<file path="config.mk">
export PLATFORM = sky130hd
export DESIGN_NAME = bsg_fifo_rolly_retx_ctrl
export DESIGN_NICKNAME = d
export VERILOG_FILES = /design/src/rtl/bsg_fifo_rolly_retx_ctrl.sv
export SDC_FILE = /design/constraint.sdc
export NUM_CORES = 1
export LEC_CHECK = 0
export ABC_AREA = 0
export BUFFER_PORTS_ARGS = -buffer_cell sky130_fd_sc_hd__buf_4
export CAP_MARGIN = 20
export CORE_UTILIZATION = 46
export DETAILED_ROUTE_END_ITERATION = 8
export PLACE_DENSITY = 0.79
export SYNTH_ARGS = -nofsm -noshare
export SYNTH_HDL_FRONTEND = slang
export SYNTH_SLANG_ARGS = --single-unit
</file>
<file path="constraint.sdc">
create_clock -name clk_i -period 3.15 [get_ports clk_i]
set_input_delay 0.1575 -clock clk_i [delete_from_list [all_inputs] [get_ports clk_i]]
set_output_delay 0.1575 -clock clk_i [all_outputs]
set_load 0.01 [all_outputs]
</file>
<file path="src/rtl/bsg_fifo_rolly_retx_ctrl.sv">
// bsg_fifo_rolly_retx_ctrl
// Go-back-N style retransmit controller sitting on the read side of a rolly
// FIFO. Entries are streamed to a valid/ready link and kept in the FIFO until
// released by in-order responses. A nack or a response timeout rolls the FIFO
// read pointer back to the last committed entry. After the rollback, responses
// are ignored for a fixed holdoff period, and then sending resumes.
// Optional statistics are enabled by defining BSG_FIFO_ROLLY_RETX_STATS_EN.
`timescale 1ns/1ps

module bsg_fifo_rolly_retx_ctrl #(
   parameter int width_p     = 8,
   parameter int lg_window_p = 2,
   parameter int timeout_p   = 16,
   parameter int holdoff_p   = 4
) (
   input  logic               clk_i,
   input  logic               reset_n_i,

   input  logic [width_p-1:0] fifo_data_i,
   input  logic               fifo_v_i,
   output logic               fifo_yumi_o,
   output logic               fifo_incr_o,
   output logic               fifo_rollback_o,
   output logic               fifo_ack_o,

   output logic [width_p-1:0] link_data_o,
   output logic               link_v_o,
   input  logic               link_ready_i,

   input  logic               resp_v_i,
   input  logic               resp_ack_i,
   input  logic               resp_all_i,

   output logic [15:0]        retx_count_o,
   output logic               spurious_o
);

   localparam int Win = 1 << lg_window_p;
   localparam int OW  = lg_window_p + 1;
   localparam int TW  = $clog2(timeout_p);
   localparam int HW  = (holdoff_p > 1) ? $clog2(holdoff_p) : 1;

   typedef enum logic [1:0] {
      SEND     = 2'd0,
      ROLLBACK = 2'd1,
      HOLDOFF  = 2'd2
   } state_e;

   state_e          state_q, state_d;
   logic [OW-1:0]   out_q, out_d;
   logic [TW-1:0]   timer_q, timer_d;
   logic [HW-1:0]   hold_q, hold_d;

   logic in_send, racc, timeout_hit, retx_evt;
   logic link_v, send, rel_one, rel_all, spur_evt;

   // Response acceptance, retransmit trigger and link handshake decode
   always_comb begin
      in_send     = (state_q == SEND);
      racc        = in_send & resp_v_i & (out_q != '0);
      spur_evt    = in_send & resp_v_i & (out_q == '0);
      timeout_hit = in_send & ~racc & (timer_q == TW'(timeout_p - 1));
      retx_evt    = (racc & ~resp_ack_i) | timeout_hit;
      link_v      = fifo_v_i & in_send & (out_q < OW'(Win)) & ~retx_evt;
      send        = link_v & link_ready_i;
      rel_one     = racc & resp_ack_i & ~resp_all_i;
      rel_all     = racc & resp_ack_i & resp_all_i;
   end

   // Outputs are forced low while reset is held, whatever the state
   always_comb begin
      link_data_o     = fifo_data_i;
      link_v_o        = reset_n_i & link_v;
      fifo_yumi_o     = reset_n_i & send;
      fifo_incr_o     = reset_n_i & rel_one;
      fifo_ack_o      = reset_n_i & rel_all;
      fifo_rollback_o = reset_n_i & (state_q == ROLLBACK);
   end

   // Next-state logic for the FSM, outstanding counter, timer and holdoff
   always_comb begin
      state_d = state_q;
      out_d   = out_q;
      timer_d = timer_q;
      hold_d  = hold_q;
      unique case (state_q)
         SEND: begin
            if (retx_evt) begin
               state_d = ROLLBACK;
               out_d   = '0;
               timer_d = '0;
            end else begin
               // A cumulative ack releases everything that was outstanding
               // before this cycle, so only this cycle's send remains.
               if (rel_all) out_d = OW'(send);
               else         out_d = out_q + OW'(send) - OW'(rel_one);
               if (racc || (out_q == '0)) timer_d = '0;
               else                       timer_d = timer_q + TW'(1);
            end
         end
         ROLLBACK: begin
            state_d = HOLDOFF;
            hold_d  = '0;
         end
         HOLDOFF: begin
            if (hold_q == HW'(holdoff_p - 1)) begin
               state_d = SEND;
               hold_d  = '0;
            end else begin
               hold_d  = hold_q + HW'(1);
            end
         end
         default: begin
            state_d = SEND;
            out_d   = '0;
            timer_d = '0;
            hold_d  = '0;
         end
      endcase
   end

   // Control state registers
   always_ff @(posedge clk_i or negedge reset_n_i) begin
      if (!reset_n_i) begin
         state_q <= SEND;
         out_q   <= '0;
         timer_q <= '0;
         hold_q  <= '0;
      end else begin
         state_q <= state_d;
         out_q   <= out_d;
         timer_q <= timer_d;
         hold_q  <= hold_d;
      end
   end

`ifdef BSG_FIFO_ROLLY_RETX_STATS_EN
   logic [15:0] retx_cnt_q;
   logic        spur_q;

   // Saturating rollback counter and sticky spurious-response flag
   always_ff @(posedge clk_i or negedge reset_n_i) begin
      if (!reset_n_i) begin
         retx_cnt_q <= '0;
         spur_q     <= 1'b0;
      end else begin
         if (retx_evt && (retx_cnt_q != '1)) retx_cnt_q <= retx_cnt_q + 16'd1;
         if (spur_evt) spur_q <= 1'b1;
      end
   end

   assign retx_count_o = retx_cnt_q;
   assign spurious_o   = spur_q;
`else
   logic unused_spur;
   assign unused_spur  = spur_evt;
   assign retx_count_o = '0;
   assign spurious_o   = 1'b0;
`endif

endmodule

</file>
==> metrics.yaml <==
status: "finished clean"
post-route-period-util_pct: 89.83
final_cell_mix: "17 x conb_1, 14 x nand2_1, 13 x buf_4, 11 x dfrtp_1, 8 x ha_1"
hold_class: "in2reg"
setup_viol: 0
cts_tree: "done"
p_leak_nw: 0.5160
report.final.slew_viol_count: 0
syn_area_um2: 983.4
final_core_util_pct: 51.20
grt_pass1_wl_mm: 2.442
worst_path_max_delay_cell: "dfrtp_1"
worstPathMaxFanout: 5
ys_ff_latch: 11
slowest_delay_ns: 0.42
track_usage_pct: 15.38
num_rows: 16
power_density_nw_per_um2: 647.7
post_cts_buffers: 0
grt_pass1_vias: 554
critPathLaunch: "state_q[0]"
crit_type: "reg2reg"
crit_buf_inv: 3
ys.warnings.count: 0
vias: 692
rsz0062_at_grt: "no"
critical-path-top-delay-family: "adder cells"
num_antenna_cells: 0
pin_count: 45
port_buffers: 11
place.gp.congestion: 0.8233
dp_hpwl_mm: 1.220
drive_above_1_share_pct: 17.80
final_area_um2: 1015
cts.repair.resized: 0
grt-ovfl-total: 0
critPathCaptureType: "flop"
critPathLaunchType: "flop"
synthCells: 111
synth.avg_cell_area_um2: 8.860
fp.coreArea_um2: 1982
tns_ns: 0
synth_cell_types: 34
dieWidth_um: 48.24
mostFrequentLayoutCell: "conb_1"
grt_start_max_net_pins: 17
critPathRequiredTime_ns: 3.34
vias_per_cell: 4.772
fin_skew_ns: 0.001271
ff2ff_setup_slack_ns: 0.32
drv_cap: 0
cts_buffer_depth: 2
timing.fmax_mhz: 353.4
drc: 0
worstReg2RegStart: "state_q[0]"
path_clk_slew_ns: 0.07
syn_to_final_growth_pct: 3.180
synthArstFlopShare_pct: 100.0
hold_viol: 0
start_util_pct: 49.62
nets: 143
h-tree-depth: 1
ys_seq_area_share_pct: 27.99
endpoint: "out_q[2]"
clk_root_buffer_cell: "clkbuf_4"
fin_crit_ns: 2.830
ant_nets: 0
clk_latency_ns: 0.27
wl_per_cell_um: 10.89
holdBufCountCts: 1
synthFlopType: "dfrtp_1"
p_total_mw: 0.6572
die_y_um: 48.24
cts_made_buffers: 3
reg2reg_depth: 15
drt_iter0_markers: 8
cp_num_cells: 15
arrival_ns: 3.02
dieArea_um2: 2327
place_area_um2: 978.4
r2r_end: "out_q[2]"
ir_drop_mv: 0.3061
cts_sinks: 11
synth_edf_count: 0
antenna_found_initial: 0
path_cells: "inv_1, ha_1, o311ai_4, or2_4, and3_2, nand2_1, ha_1, inv_1, ha_1, inv_1, fa_1, xnor2_1, nor3_1, o21ai_0, o211ai_1"
routed_wl_mm: 1.579
first_pass_iters: 4
-- power breakdown --
part / switching, mW / internal, mW / total, mW
combinational: 0.176 / 0.156 / 0.332
sequential: 0.0530 / 0.177 / 0.230
clock: 0.0463 / 0.0490 / 0.0953
-- cells in the mapped netlist (all sizes together), types with 3 or more instances --
library cell | instances | area, um^2
buf | 26 | 192.7
nand2 | 14 | 52.55
dfrtp | 11 | 275.3
ha | 8 | 100.1
inv | 5 | 18.77
o21ai | 5 | 25.02
o31ai | 5 | 37.54
nand3 | 4 | 20.02
nor2 | 4 | 15.01
and2 | 3 | 18.77
and3 | 3 | 21.27
nand2b | 3 | 18.77
-- final cells by class --
type | instances | area [um^2]
Tap cell | 27 | 33.78
Multi-Input combinational cell | 84 | 553.0
Inverter | 5 | 18.77
Sequential cell | 11 | 275.3
Fill cell | 184 | 967.2
Timing Repair Buffer | 14 | 107.6
Clock buffer | 4 | 26.28
-- registers in the layout, indices dropped and copies added, names as in the netlist --
register and cells:
timer_q 4, out_q 3, state_q 2, hold_q 2
-- worst min path at each step --
stage	startpoint	end	slack [ns]	cells after the start
final	resp_v_i	timer_q[2]	0.23	3
after global routing	resp_v_i	timer_q[2]	0.24	3
after CTS	resp_v_i	timer_q[2]	0.21	3
after detailed placement	reset_n_i	timer_q[3]	0.02	1
after global placement	reset_n_i	timer_q[3]	0.02	1
after floorplan	reset_n_i	hold_q[0]	-0.14	0
-- worst register-to-register path: cells and delay by family, from the launching register on --
family                     cells  cell delay [ns]
buffers and inverters          3             0.20
adders and majority gates      4             0.94
DFF                            1             0.42
AOI/OAI and AO/OA              3             0.35
and+or+nand+nor                4             0.68
xor gates and xnor gates       1             0.15
-- per-stage QoR --
| step | hold slack (ns) | setup slack, ns | cells |
|---|---|---|---|
| floorplan | -0.1381 | 0.5310 | 127 |
| global placement | 0.01508 | 0.4175 | 140 |
| detailed placement | 0.01755 | 0.3089 | 140 |
| CTS | 0.2131 | 0.2787 | 145 |
| global route | 0.2425 | 0.06011 | 145 |
| finish | 0.2285 | 0.3203 | 145 |
-- metal layers --
metal	wire (um)	vias to the layer above	global-route usage (%)
met1	711	314	22.85
met5	0	-	0
met4	0	0	7.222
met2	775	25	20.53
li1	-	353	-
met3	93	0	3.704
-- cell families (layout without fill, tap and decap cells) --
family                   after synthesis  after routing  synth area share [%]
AND/OR/NAND/NOR                       37             37                 19.59
multiplexers                           2              2                 2.544
adder cells (fa/ha/maj)                9              9                 12.21
XOR/XNOR                               1              1                0.8907
flip-flops                            11             11                 27.99
other                                  1             17                0.3813
AO/OA/AOI/OAI                         18             18                 14.51
buffers and inverters                 32             23                 21.88
(Power assumes the default switching activity.)
